### src/rtl/regfile_write_queue_pkg.sv
// ============================================================================
// Module  : regfile_pkg
// Purpose : Definitions shared by the register file and its write-back queue:
//           address/data widths, register count, the hard-wired zero register
//           and the write-request record.
// Ports   : none (package)
// Revision: 1.0 - initial release
// ============================================================================
`default_nettype none

package regfile_pkg;

  localparam int ADDR_WIDTH = 5;
  localparam int DATA_WIDTH = 32;
  localparam int NUM_REGS   = 32;
  localparam int REG_ZERO   = 0;

  // One pending register write.
  typedef struct packed {
    logic [ADDR_WIDTH-1:0] addr;
    logic [DATA_WIDTH-1:0] data;
  } wr_req_t;

endpackage

`default_nettype wire

### src/rtl/regfile_write_queue_if.sv
// ============================================================================
// Module  : regfile_write_queue_if
// Purpose : Bundles the request, register-file write and lookup signals of the
//           write-back queue.
// Ports   : in_valid/in_ready/in_addr/in_data  - write requests in
//           wr_enable/wr_ready/wr_addr/wr_data - register file write port
//           lk_addr1/2, lk_hit1/2, lk_data1/2  - forwarding lookups
//           count                              - queue occupancy
//           modport master : request/lookup source side
//           modport slave  : the queue itself
// Revision: 1.0 - initial release
// ============================================================================
`default_nettype none

interface regfile_write_queue_if #(
  parameter int DEPTH      = 4,
  parameter int ADDR_WIDTH = 5,
  parameter int DATA_WIDTH = 32
) ();

  localparam int CW = $clog2(DEPTH) + 1;

  logic                  in_valid;
  logic                  in_ready;
  logic [ADDR_WIDTH-1:0] in_addr;
  logic [DATA_WIDTH-1:0] in_data;

  logic                  wr_enable;
  logic                  wr_ready;
  logic [ADDR_WIDTH-1:0] wr_addr;
  logic [DATA_WIDTH-1:0] wr_data;

  logic [ADDR_WIDTH-1:0] lk_addr1;
  logic [ADDR_WIDTH-1:0] lk_addr2;
  logic                  lk_hit1;
  logic                  lk_hit2;
  logic [DATA_WIDTH-1:0] lk_data1;
  logic [DATA_WIDTH-1:0] lk_data2;

  logic [CW-1:0]         count;

  modport master (
    output in_valid, in_addr, in_data, wr_ready, lk_addr1, lk_addr2,
    input  in_ready, wr_enable, wr_addr, wr_data,
           lk_hit1, lk_hit2, lk_data1, lk_data2, count
  );

  modport slave (
    input  in_valid, in_addr, in_data, wr_ready, lk_addr1, lk_addr2,
    output in_ready, wr_enable, wr_addr, wr_data,
           lk_hit1, lk_hit2, lk_data1, lk_data2, count
  );

endinterface

`default_nettype wire

### src/rtl/regfile_write_queue_bypass_match.sv
// ============================================================================
// Module  : wq_bypass_match
// Purpose : Searches the queue storage for a lookup address and returns the
//           data of the youngest valid matching entry (0 on a miss).
// Ports   : addr_i    - entry addresses, indexed by storage slot
//           data_i    - entry data, indexed by storage slot
//           valid_i   - per-slot valid mask
//           head_i    - slot holding the oldest entry
//           lk_addr_i - lookup address; the zero register never hits
//           hit_o     - some valid entry matches
//           data_o    - youngest matching entry data, 0 on a miss
// Revision: 1.0 - initial release
// ============================================================================
`default_nettype none

module wq_bypass_match
  import regfile_pkg::*;
#(
  parameter int DEPTH      = 4,
  parameter int ADDR_WIDTH = regfile_pkg::ADDR_WIDTH,
  parameter int DATA_WIDTH = regfile_pkg::DATA_WIDTH
) (
  input  logic [DEPTH-1:0][ADDR_WIDTH-1:0] addr_i,
  input  logic [DEPTH-1:0][DATA_WIDTH-1:0] data_i,
  input  logic [DEPTH-1:0]                 valid_i,
  input  logic [$clog2(DEPTH)-1:0]         head_i,
  input  logic [ADDR_WIDTH-1:0]            lk_addr_i,
  output logic                             hit_o,
  output logic [DATA_WIDTH-1:0]            data_o
);

  localparam int PW = $clog2(DEPTH);

  logic [PW-1:0] idx;

  // Walk from oldest to youngest so a later match overrides an earlier one,
  // leaving the youngest matching entry in data_o.
  always_comb begin
    hit_o  = 1'b0;
    data_o = '0;
    idx    = '0;
    for (int i = 0; i < DEPTH; i++) begin
      idx = head_i + PW'(i);
      if (valid_i[idx] && (lk_addr_i != ADDR_WIDTH'(REG_ZERO)) &&
          (addr_i[idx] == lk_addr_i)) begin
        hit_o  = 1'b1;
        data_o = data_i[idx];
      end
    end
  end

endmodule

`default_nettype wire

### src/rtl/regfile_write_queue.sv
// ============================================================================
// Module  : regfile_write_queue
// Purpose : In-order write-back buffer in front of the register file's single
//           write port, with two forwarding lookup ports for the read stage.
// Ports   : clk   - clock, all state updates on posedge
//           rst_n - asynchronous active-low reset
//           bus   - regfile_write_queue_if.slave:
//                   in_*  request side, wr_* register file side,
//                   lk_*  lookups, count occupancy
// Revision: 1.0 - initial release
// ============================================================================
`default_nettype none

module regfile_write_queue
  import regfile_pkg::*;
#(
  parameter int DEPTH      = 4,
  parameter int DATA_WIDTH = regfile_pkg::DATA_WIDTH,
  parameter int ADDR_WIDTH = regfile_pkg::ADDR_WIDTH
) (
  input  logic                  clk,
  input  logic                  rst_n,
  regfile_write_queue_if.slave  bus
);

  localparam int PW = $clog2(DEPTH);
  localparam int CW = PW + 1;

  logic [PW-1:0] head_q, head_d;
  logic [PW-1:0] tail_q, tail_d;
  logic [CW-1:0] count_q, count_d;

  logic [DEPTH-1:0][ADDR_WIDTH-1:0] ent_addr_q;
  logic [DEPTH-1:0][DATA_WIDTH-1:0] ent_data_q;

  logic [DEPTH-1:0] valid;
  logic [PW-1:0]    age;
  logic             full;
  logic             empty;
  logic             push;
  logic             pop;

  // Full/empty come from the occupancy count; head==tail is ambiguous.
  assign full  = (count_q == CW'(DEPTH));
  assign empty = (count_q == '0);

  // Writes to the zero register complete the handshake but are dropped.
  assign push = bus.in_valid & ~full & (bus.in_addr != ADDR_WIDTH'(REG_ZERO));
  assign pop  = ~empty & bus.wr_ready;

  always_comb begin
    head_d  = head_q;
    tail_d  = tail_q;
    count_d = count_q;
    if (push) tail_d = tail_q + PW'(1);
    if (pop)  head_d = head_q + PW'(1);
    case ({push, pop})
      2'b10:   count_d = count_q + CW'(1);
      2'b01:   count_d = count_q - CW'(1);
      default: count_d = count_q;
    endcase
  end

  always_ff @(posedge clk or negedge rst_n) begin
    if (!rst_n) begin
      head_q  <= '0;
      tail_q  <= '0;
      count_q <= '0;
    end else begin
      head_q  <= head_d;
      tail_q  <= tail_d;
      count_q <= count_d;
    end
  end

  // Entry storage needs no reset: nothing reads a slot outside the valid window.
  always_ff @(posedge clk) begin
    if (push) begin
      ent_addr_q[tail_q] <= bus.in_addr;
      ent_data_q[tail_q] <= bus.in_data;
    end
  end

  // A slot is valid when its age (distance from head, mod DEPTH) is below count.
  always_comb begin
    valid = '0;
    age   = '0;
    for (int i = 0; i < DEPTH; i++) begin
      age      = PW'(i) - head_q;
      valid[i] = (CW'(age) < count_q);
    end
  end

  assign bus.in_ready  = ~full;
  assign bus.wr_enable = ~empty;
  assign bus.wr_addr   = empty ? '0 : ent_addr_q[head_q];
  assign bus.wr_data   = empty ? '0 : ent_data_q[head_q];
  assign bus.count     = count_q;

  logic                  hit1, hit2;
  logic [DATA_WIDTH-1:0] data1, data2;

  wq_bypass_match #(
    .DEPTH      (DEPTH),
    .ADDR_WIDTH (ADDR_WIDTH),
    .DATA_WIDTH (DATA_WIDTH)
  ) u_match1 (
    .addr_i    (ent_addr_q),
    .data_i    (ent_data_q),
    .valid_i   (valid),
    .head_i    (head_q),
    .lk_addr_i (bus.lk_addr1),
    .hit_o     (hit1),
    .data_o    (data1)
  );

  wq_bypass_match #(
    .DEPTH      (DEPTH),
    .ADDR_WIDTH (ADDR_WIDTH),
    .DATA_WIDTH (DATA_WIDTH)
  ) u_match2 (
    .addr_i    (ent_addr_q),
    .data_i    (ent_data_q),
    .valid_i   (valid),
    .head_i    (head_q),
    .lk_addr_i (bus.lk_addr2),
    .hit_o     (hit2),
    .data_o    (data2)
  );

  assign bus.lk_hit1  = hit1;
  assign bus.lk_hit2  = hit2;
  assign bus.lk_data1 = data1;
  assign bus.lk_data2 = data2;

endmodule

`default_nettype wire

### src/flat_wrapper.sv
// flat-port wrapper written by rule: the top's interface ports become plain ports
module regfile_write_queue_flat import regfile_pkg::*;
#(
  parameter int DEPTH      = 4,
  parameter int DATA_WIDTH = regfile_pkg::DATA_WIDTH,
  parameter int ADDR_WIDTH = regfile_pkg::ADDR_WIDTH
)
  (clk, rst_n, bus_in_valid, bus_in_addr, bus_in_data, bus_wr_ready, bus_lk_addr1, bus_lk_addr2, bus_in_ready, bus_wr_enable, bus_wr_addr, bus_wr_data, bus_lk_hit1, bus_lk_hit2, bus_lk_data1, bus_lk_data2, bus_count);
  regfile_write_queue_if #(.DEPTH(DEPTH), .ADDR_WIDTH(ADDR_WIDTH), .DATA_WIDTH(DATA_WIDTH)) bus_i ();
  input  logic clk;
  input  logic rst_n;
  input wire logic [$bits(bus_i.in_valid)-1:0] bus_in_valid;
  input wire logic [$bits(bus_i.in_addr)-1:0] bus_in_addr;
  input wire logic [$bits(bus_i.in_data)-1:0] bus_in_data;
  input wire logic [$bits(bus_i.wr_ready)-1:0] bus_wr_ready;
  input wire logic [$bits(bus_i.lk_addr1)-1:0] bus_lk_addr1;
  input wire logic [$bits(bus_i.lk_addr2)-1:0] bus_lk_addr2;
  output wire logic [$bits(bus_i.in_ready)-1:0] bus_in_ready;
  output wire logic [$bits(bus_i.wr_enable)-1:0] bus_wr_enable;
  output wire logic [$bits(bus_i.wr_addr)-1:0] bus_wr_addr;
  output wire logic [$bits(bus_i.wr_data)-1:0] bus_wr_data;
  output wire logic [$bits(bus_i.lk_hit1)-1:0] bus_lk_hit1;
  output wire logic [$bits(bus_i.lk_hit2)-1:0] bus_lk_hit2;
  output wire logic [$bits(bus_i.lk_data1)-1:0] bus_lk_data1;
  output wire logic [$bits(bus_i.lk_data2)-1:0] bus_lk_data2;
  output wire logic [$bits(bus_i.count)-1:0] bus_count;
  assign bus_i.in_valid = bus_in_valid;
  assign bus_i.in_addr = bus_in_addr;
  assign bus_i.in_data = bus_in_data;
  assign bus_i.wr_ready = bus_wr_ready;
  assign bus_i.lk_addr1 = bus_lk_addr1;
  assign bus_i.lk_addr2 = bus_lk_addr2;
  assign bus_in_ready = bus_i.in_ready;
  assign bus_wr_enable = bus_i.wr_enable;
  assign bus_wr_addr = bus_i.wr_addr;
  assign bus_wr_data = bus_i.wr_data;
  assign bus_lk_hit1 = bus_i.lk_hit1;
  assign bus_lk_hit2 = bus_i.lk_hit2;
  assign bus_lk_data1 = bus_i.lk_data1;
  assign bus_lk_data2 = bus_i.lk_data2;
  assign bus_count = bus_i.count;
  regfile_write_queue #(.DEPTH(DEPTH), .DATA_WIDTH(DATA_WIDTH), .ADDR_WIDTH(ADDR_WIDTH)) u_core (.clk(clk), .rst_n(rst_n), .bus(bus_i));
endmodule
### config.mk
export PLATFORM = sky130hd
export DESIGN_NAME = regfile_write_queue_flat
export DESIGN_NICKNAME = d
export VERILOG_FILES = /design/src/rtl/regfile_write_queue_pkg.sv /design/src/rtl/regfile_write_queue_if.sv /design/src/rtl/regfile_write_queue_bypass_match.sv /design/src/rtl/regfile_write_queue.sv /design/src/flat_wrapper.sv
export SDC_FILE = /design/constraint.sdc
export NUM_CORES = 1
export LEC_CHECK = 0
export ABC_CLOCK_PERIOD_IN_PS = 6380
export CAP_MARGIN = 20
export CORE_MARGIN = 4
export CORE_UTILIZATION = 53
export DETAILED_ROUTE_END_ITERATION = 8
export PLACE_DENSITY = 0.82
export SYNTH_ARGS = -nofsm -noshare
export SYNTH_HDL_FRONTEND = slang
export SYNTH_SLANG_ARGS = --single-unit
### constraint.sdc
create_clock -name clk -period 6.38 [get_ports clk]
set_input_delay 0.957 -clock clk [delete_from_list [all_inputs] [get_ports clk]]
set_output_delay 0.957 -clock clk [all_outputs]
set_load 0.02 [all_outputs]
=== Word level (Yosys, flattened, before mapping) ===
Cells that the tools add are included.

* Flip-flop bits (word level): 155
* Input bits: 51
* Output and inout port bits: 108
* Word-level logic and storage cells: 118

* $add $sub $neg: 10
* Order comparisons: 10
* Equal/unequal tests: 11
* Mux-type cells: 49
* Bitwise gates (word level): 5
* Reductions and logical operators: 22

{| class="wikitable"
|+ Operator list
! cell !! count
|-
| $mux W32 || 14
|-
| $bmux W32 S2 || 4
|-
| $bwmux W128 || 1
|-
| $demux W32 S2 || 1
|-
| $bmux W5 S2 || 4
|-
| $eq A5 B5 Y1 || 8
|-
| $mux W5 || 6
|-
| $bwmux W20 || 1
|-
| $logic_and A1 B1 Y1 || 17
|-
| $lt A2 B3 Y1 const B || 5
|-
| $reduce_bool A5 Y1 || 3
|-
| $lt A2 B3 Y1 || 4
|-
| $mux W1 || 12
|-
| $demux W5 S2 || 1
|-
| $bmux W1 S2 || 4
|-
| $pmux W3 S2 || 1
|-
| $add A2 B1 Y2 const B || 2
|-
| $add A2 B2 Y2 const B || 2
|-
| $sub A1 B2 Y2 const A || 2
|-
| $sub A2 B2 Y2 const A || 2
|-
| $add A3 B1 Y3 const B || 1
|-
| $and A1 B1 Y1 || 3
|-
| $eq A3 B3 Y1 const B || 1
|-
| $logic_not A3 Y1 || 1
|-
| other kinds (6) || 7
|}

=== Logic depth before layout (Yosys ltp) ===
* Depth after elaboration: 10
* Depth in mapped cells: 20
* Gate-level depth less buffers: 11

=== By module ===
Synthesis repeated with hierarchy kept, for this count alone.

* Cells, all modules: 1337
* Area total of the unflattened synthesis: 14610.3 sq um

{| class="wikitable"
|+ By module, submodules not included
! module !! instances !! cells an instance !! area each (sq um)
|-
| wq_bypass_match || 2 || 523 || 4235.3
|-
| regfile_write_queue || 1 || 291 || 6139.6
|}

=== Worst setup path before layout ===
No wires, ideal clock.

* Path type: reg-to-output
* Start: reg u_core.head_q[1]
* End: out bus_lk_data1[30]
* Arrival time: 3.919 ns
* Slack: 1.504 ns
* Stages on the path, launching flop included: 16
* Buffers on the path: 7
* Cells stage by stage: dfrtp_1 buf_2 buf_2 buf_2 clkbuf_1 clkbuf_1 xnor2_1 ha_1 nor3b_1 nor3_1 o32a_1 or4b_1 buf_2 buf_6 mux2i_1 a211oi_2

* Cells in the longest elaborated chain, start to end: 10

{| class="wikitable"
|+ Ends and longest elaborated chain
! item !! line !! RTL
|-
| from (decl) || regfile_write_queue.sv:29 || <nowiki>logic [PW-1:0] head_q, head_d;</nowiki>
|-
| from (signal assigned) || regfile_write_queue.sv:66 || <nowiki>head_q <= '0;</nowiki>
|-
| from (signal assigned) || regfile_write_queue.sv:70 || <nowiki>head_q <= head_d;</nowiki>
|-
| $sub A1 B2 Y2 or $sub A2 B2 Y2 (tied branches) || regfile_write_queue.sv:89 || <nowiki>age = PW'(i) - head_q;</nowiki>
|-
| $lt A2 B3 Y1 || regfile_write_queue.sv:90 || <nowiki>valid[i] = (CW'(age) < count_q);</nowiki>
|-
| $bmux W1 S2 || regfile_write_queue_bypass_match.sv:44 || <nowiki>if (valid_i[idx] && (lk_addr_i != ADDR_WIDTH'(REG_ZERO)) &&</nowiki>
|-
| $mux W1 (not written as such) || regfile_write_queue_bypass_match.sv:44 ||
|-
| $logic_and A1 B1 Y1 (2 in a row) || regfile_write_queue_bypass_match.sv:44 ||
|-
| $mux W32 (3 in a row) || regfile_write_queue_bypass_match.sv:44 ||
|-
| $mux W32 (*) || regfile_write_queue_bypass_match.sv:44 ||
|-
| to (decl) || flat_wrapper.sv:24 || <nowiki>output wire logic [$bits(bus_i.lk_data1)-1:0] bus_lk_data1;</nowiki>
|}

Every way passes the cells marked *; elsewhere a longest branch is shown, timed or not. The select of a mux whose other input is x is not followed.

=== Worst setup path after layout ===
* Start: reg u_core.head_q[0]
* End: out bus_lk_data1[9]

The elaborated chain is that of the path after synthesis.

==> results.toml <==
[cells_and_area]
fin_nets = 1403
final_common_cell = "nor2_1"
fin_util_pct = 64.1
drive_gt1_share_pct = 13.9
layout_common_cells = "nor2_1, clkdlybuf4s50_1, edfxtp_1, mux2i_1, a21oi_1"
fin_area_um2 = 14700
area_growth_pct = 18.2
diodes = 0

[die]
dieArea_um2 = 25900
io_pins = 159
std_cell_rows = 55
fp.coreArea_um2 = 22800
die_y_um = 161
dieWidth_um = 161
initial_utilization_pct = 54.3

[synthesis]
synth.ff_latch_count = 155
syn_avg_cell_area_um2 = 9.86
synthCells = 1257
synth-seq-area-share_pct = 37.3
synth_xor_area_share_pct = 2.90
synthMuxAreaShare_pct = 18.4
syn_nets = 1318
yosys_warnings = 0
synth_ff_type = "edfxtp_1"
synth-compound-area-share_pct = 18.1
synth_area_um2 = 12400
synth_cell_types = 56
synth-async-reset-ratio_pct = 4.52
synth_top_family_by_area = "multiplexers"
yosys.area_share.simple_pct = 16.6
synth_fa_ha_area_share_pct = 1.07
synth-edff-count = 148

[critical_path]
critPathTopFamily = "buffers and inverters"
worstSetupStartpointType = "flop"
worstSetupPathType = "flop to output pin"
rrSetupSlack_ns = 3.56
crit_cells = 9
cp_data_arrival_time_ns = 5.01
crit_chain = "buf_4, nor3b_1, o31ai_1, o32a_1, or4b_2, buf_4, a221oi_2, o31ai_2, clkdlybuf4s50_1"
cp_max_fo = 41
cp.required_ns = 5.42
crit_slowest_cell = "or4b_2"
end_kind = "output pin"
cpMostUsedCell = "buf_4"
cp.buffers_inverters = 3
cpPeakStageDelay_ns = 0.98
ff2ff_path_depth = 6

[clocking]
clk_latency_ns = 0.44
cts_root_buf = "clkbuf_16"
post_cts_resized = 0
hold_buffers = 0
cts.clk_slew.worst_paths_ns = 0.06
h-tree-depth = 4
clk_path_buf_depth = 2
numClockSinks = 155
tritoncts = "built"
cts_setup_buffers = 0
cts_buffers = 17

[timing]
hold_viol = 0
fin_setup_tns_ns = 0
fin_crit_sh_pct = 93.5
final-setup-viol-count = 0
drv_slew = 0
max_freq_mhz = 168
slew_headroom_pct = 39.2
clock_skew_ns = 0.00677
rsz0062_at_grt = "false"
tightest_slew_ns = 0.912
finalCriticalPeriod_ns = 5.97
setup_ws_ns = 0.413

[outcome]
outcome = "finished, final reports clean"

[route]
drtAntennaViolNets = 0
wl_um = 38500
vias_per_cell = 6.62
dr.pass1.iters = 6
wl_per_cell_um = 23.1
drc = 0
drt_iter0_drc = 1286
vias = 11041

[pwr]
powerDensity_nw_per_um2 = 558
leakage_nw = 5.13
finalPower_mw = 8.17
p_sw_mw = 4.08
intPower_mw = 4.09
pwr-share-comb_pct = 69.2
irDropWorstVdd_v = 0.000352
clockPowerShare_pct = 11.8
swShare_pct = 50.0
p_seq_share_pct = 19.0

[grt]
grt_pass1_wl_um = 59900
antenna_found_initial = 0
grt_max_degree = 79
grt_usage_pct = 28.9
overflow = 0
grt_pass1_vias = 10925

[place]
pre_cts_ws_ns = 0.685
place_hpwl_um = 25000
place_congestion = 0.938
io_buffers = 158
post_dp_cell_area_um2 = 14100

[min_path]
min_path_cells = 2
min_path_type = "flop to flop"

[job]
maxCapViolCount = 0
[cells in the mapped netlist (25+ instances only)]
library cell	number	area, µm²
nor2_1	168	631
edfxtp_1	148	4440
mux2i_1	116	1160
a21oi_1	101	505
nand2_1	74	278
clkbuf_1	71	267
nand3b_1	64	480
mux2_1	41	462
o21ai_0	35	175
a211oi_1	34	255
nand3_1	34	170
nor3b_1	34	255
a31oi_1	33	206
a221oi_2	28	420
o31ai_2	28	350
mux2_2	26	293
buf_2	25	125
[registers in the layout, summed over array words and instances (netlist names)]
name	count
u_core.ent_addr_q	20
u_core.bus.count	3
u_core.tail_q	2
u_core.head_q	2
u_core.ent_data_q	128
[kinds of logic (layout without fill, tap and decap cells)]
| family | count (synthesis) | in the layout |
|---|---|---|
| flops | 155 | 155 |
| compound gates | 299 | 299 |
| xor+xnor | 41 | 41 |
| simple gates | 411 | 411 |
| mux | 200 | 200 |
| buf+inv | 141 | 239 |
| fa+ha+maj | 10 | 10 |
[through the flow]
| step | hold slack [ns] | instances |
|---|---|---|
| floorplan | 0.580 | 1257 |
| global placement | 0.537 | 1636 |
| detailed placement | 0.595 | 1636 |
| CTS | 0.610 | 1668 |
| global route | 0.671 | 1668 |
| finish | 0.605 | 1668 |
[final cells by class]
type	count	area (µm²)
clock inverters	14	131
clock buffers	18	429
repair buffers	196	1870
multi-input cells	961	7160
inverters	11	43.8
flip-flops and latches	155	4630
well taps	313	392
fillers	1832	8190
[metal layers]
metal | up-vias | share of wire, % | GRT usage [%]
met4 | 0 | 3.5 | 11.6
met1 | 5309 | 40 | 37.4
met5 | - | 0 | 0
met3 | 114 | 10 | 5.98
li1 | 4904 | - | -
met2 | 714 | 47 | 47.6
[power groups by stage]
stage          combinational, mW  clock, mW  sequential, mW
4_1_cts                     5.56      0.972            1.55
3_5_place_dp                5.52          0            1.57
6_report                    5.65      0.966            1.55
3_3_place_gp                5.46          0            1.55
5_1_grt                     6.00       1.01            1.58
2_1_floorplan               3.81          0            1.44
[path summary, 6_finish.rpt]
kind | startpoint | end
worst min register to register | u_core.bus.count[1] | u_core.bus.count[1]
worst min-delay path | u_core.bus.count[1] | u_core.bus.count[1]
max in group asynchronous | rst_n | u_core.head_q[0]
min in group asynchronous | rst_n | u_core.head_q[1]
worst max-delay path | u_core.head_q[0] | bus_lk_data1[9]
worst max register to register | u_core.bus.count[0] | u_core.ent_data_q[85]
[worst register-to-register path, stage by stage, from the launching register on]
cell,delay [ns]
dfrtp_1,0.57
inv_1,0.17
nand3_1,0.15
nand2_1,0.07
a21oi_1,0.44
and2_2,0.57
buf_4,0.48
Note: power is estimated with default switching activity, not from simulation.
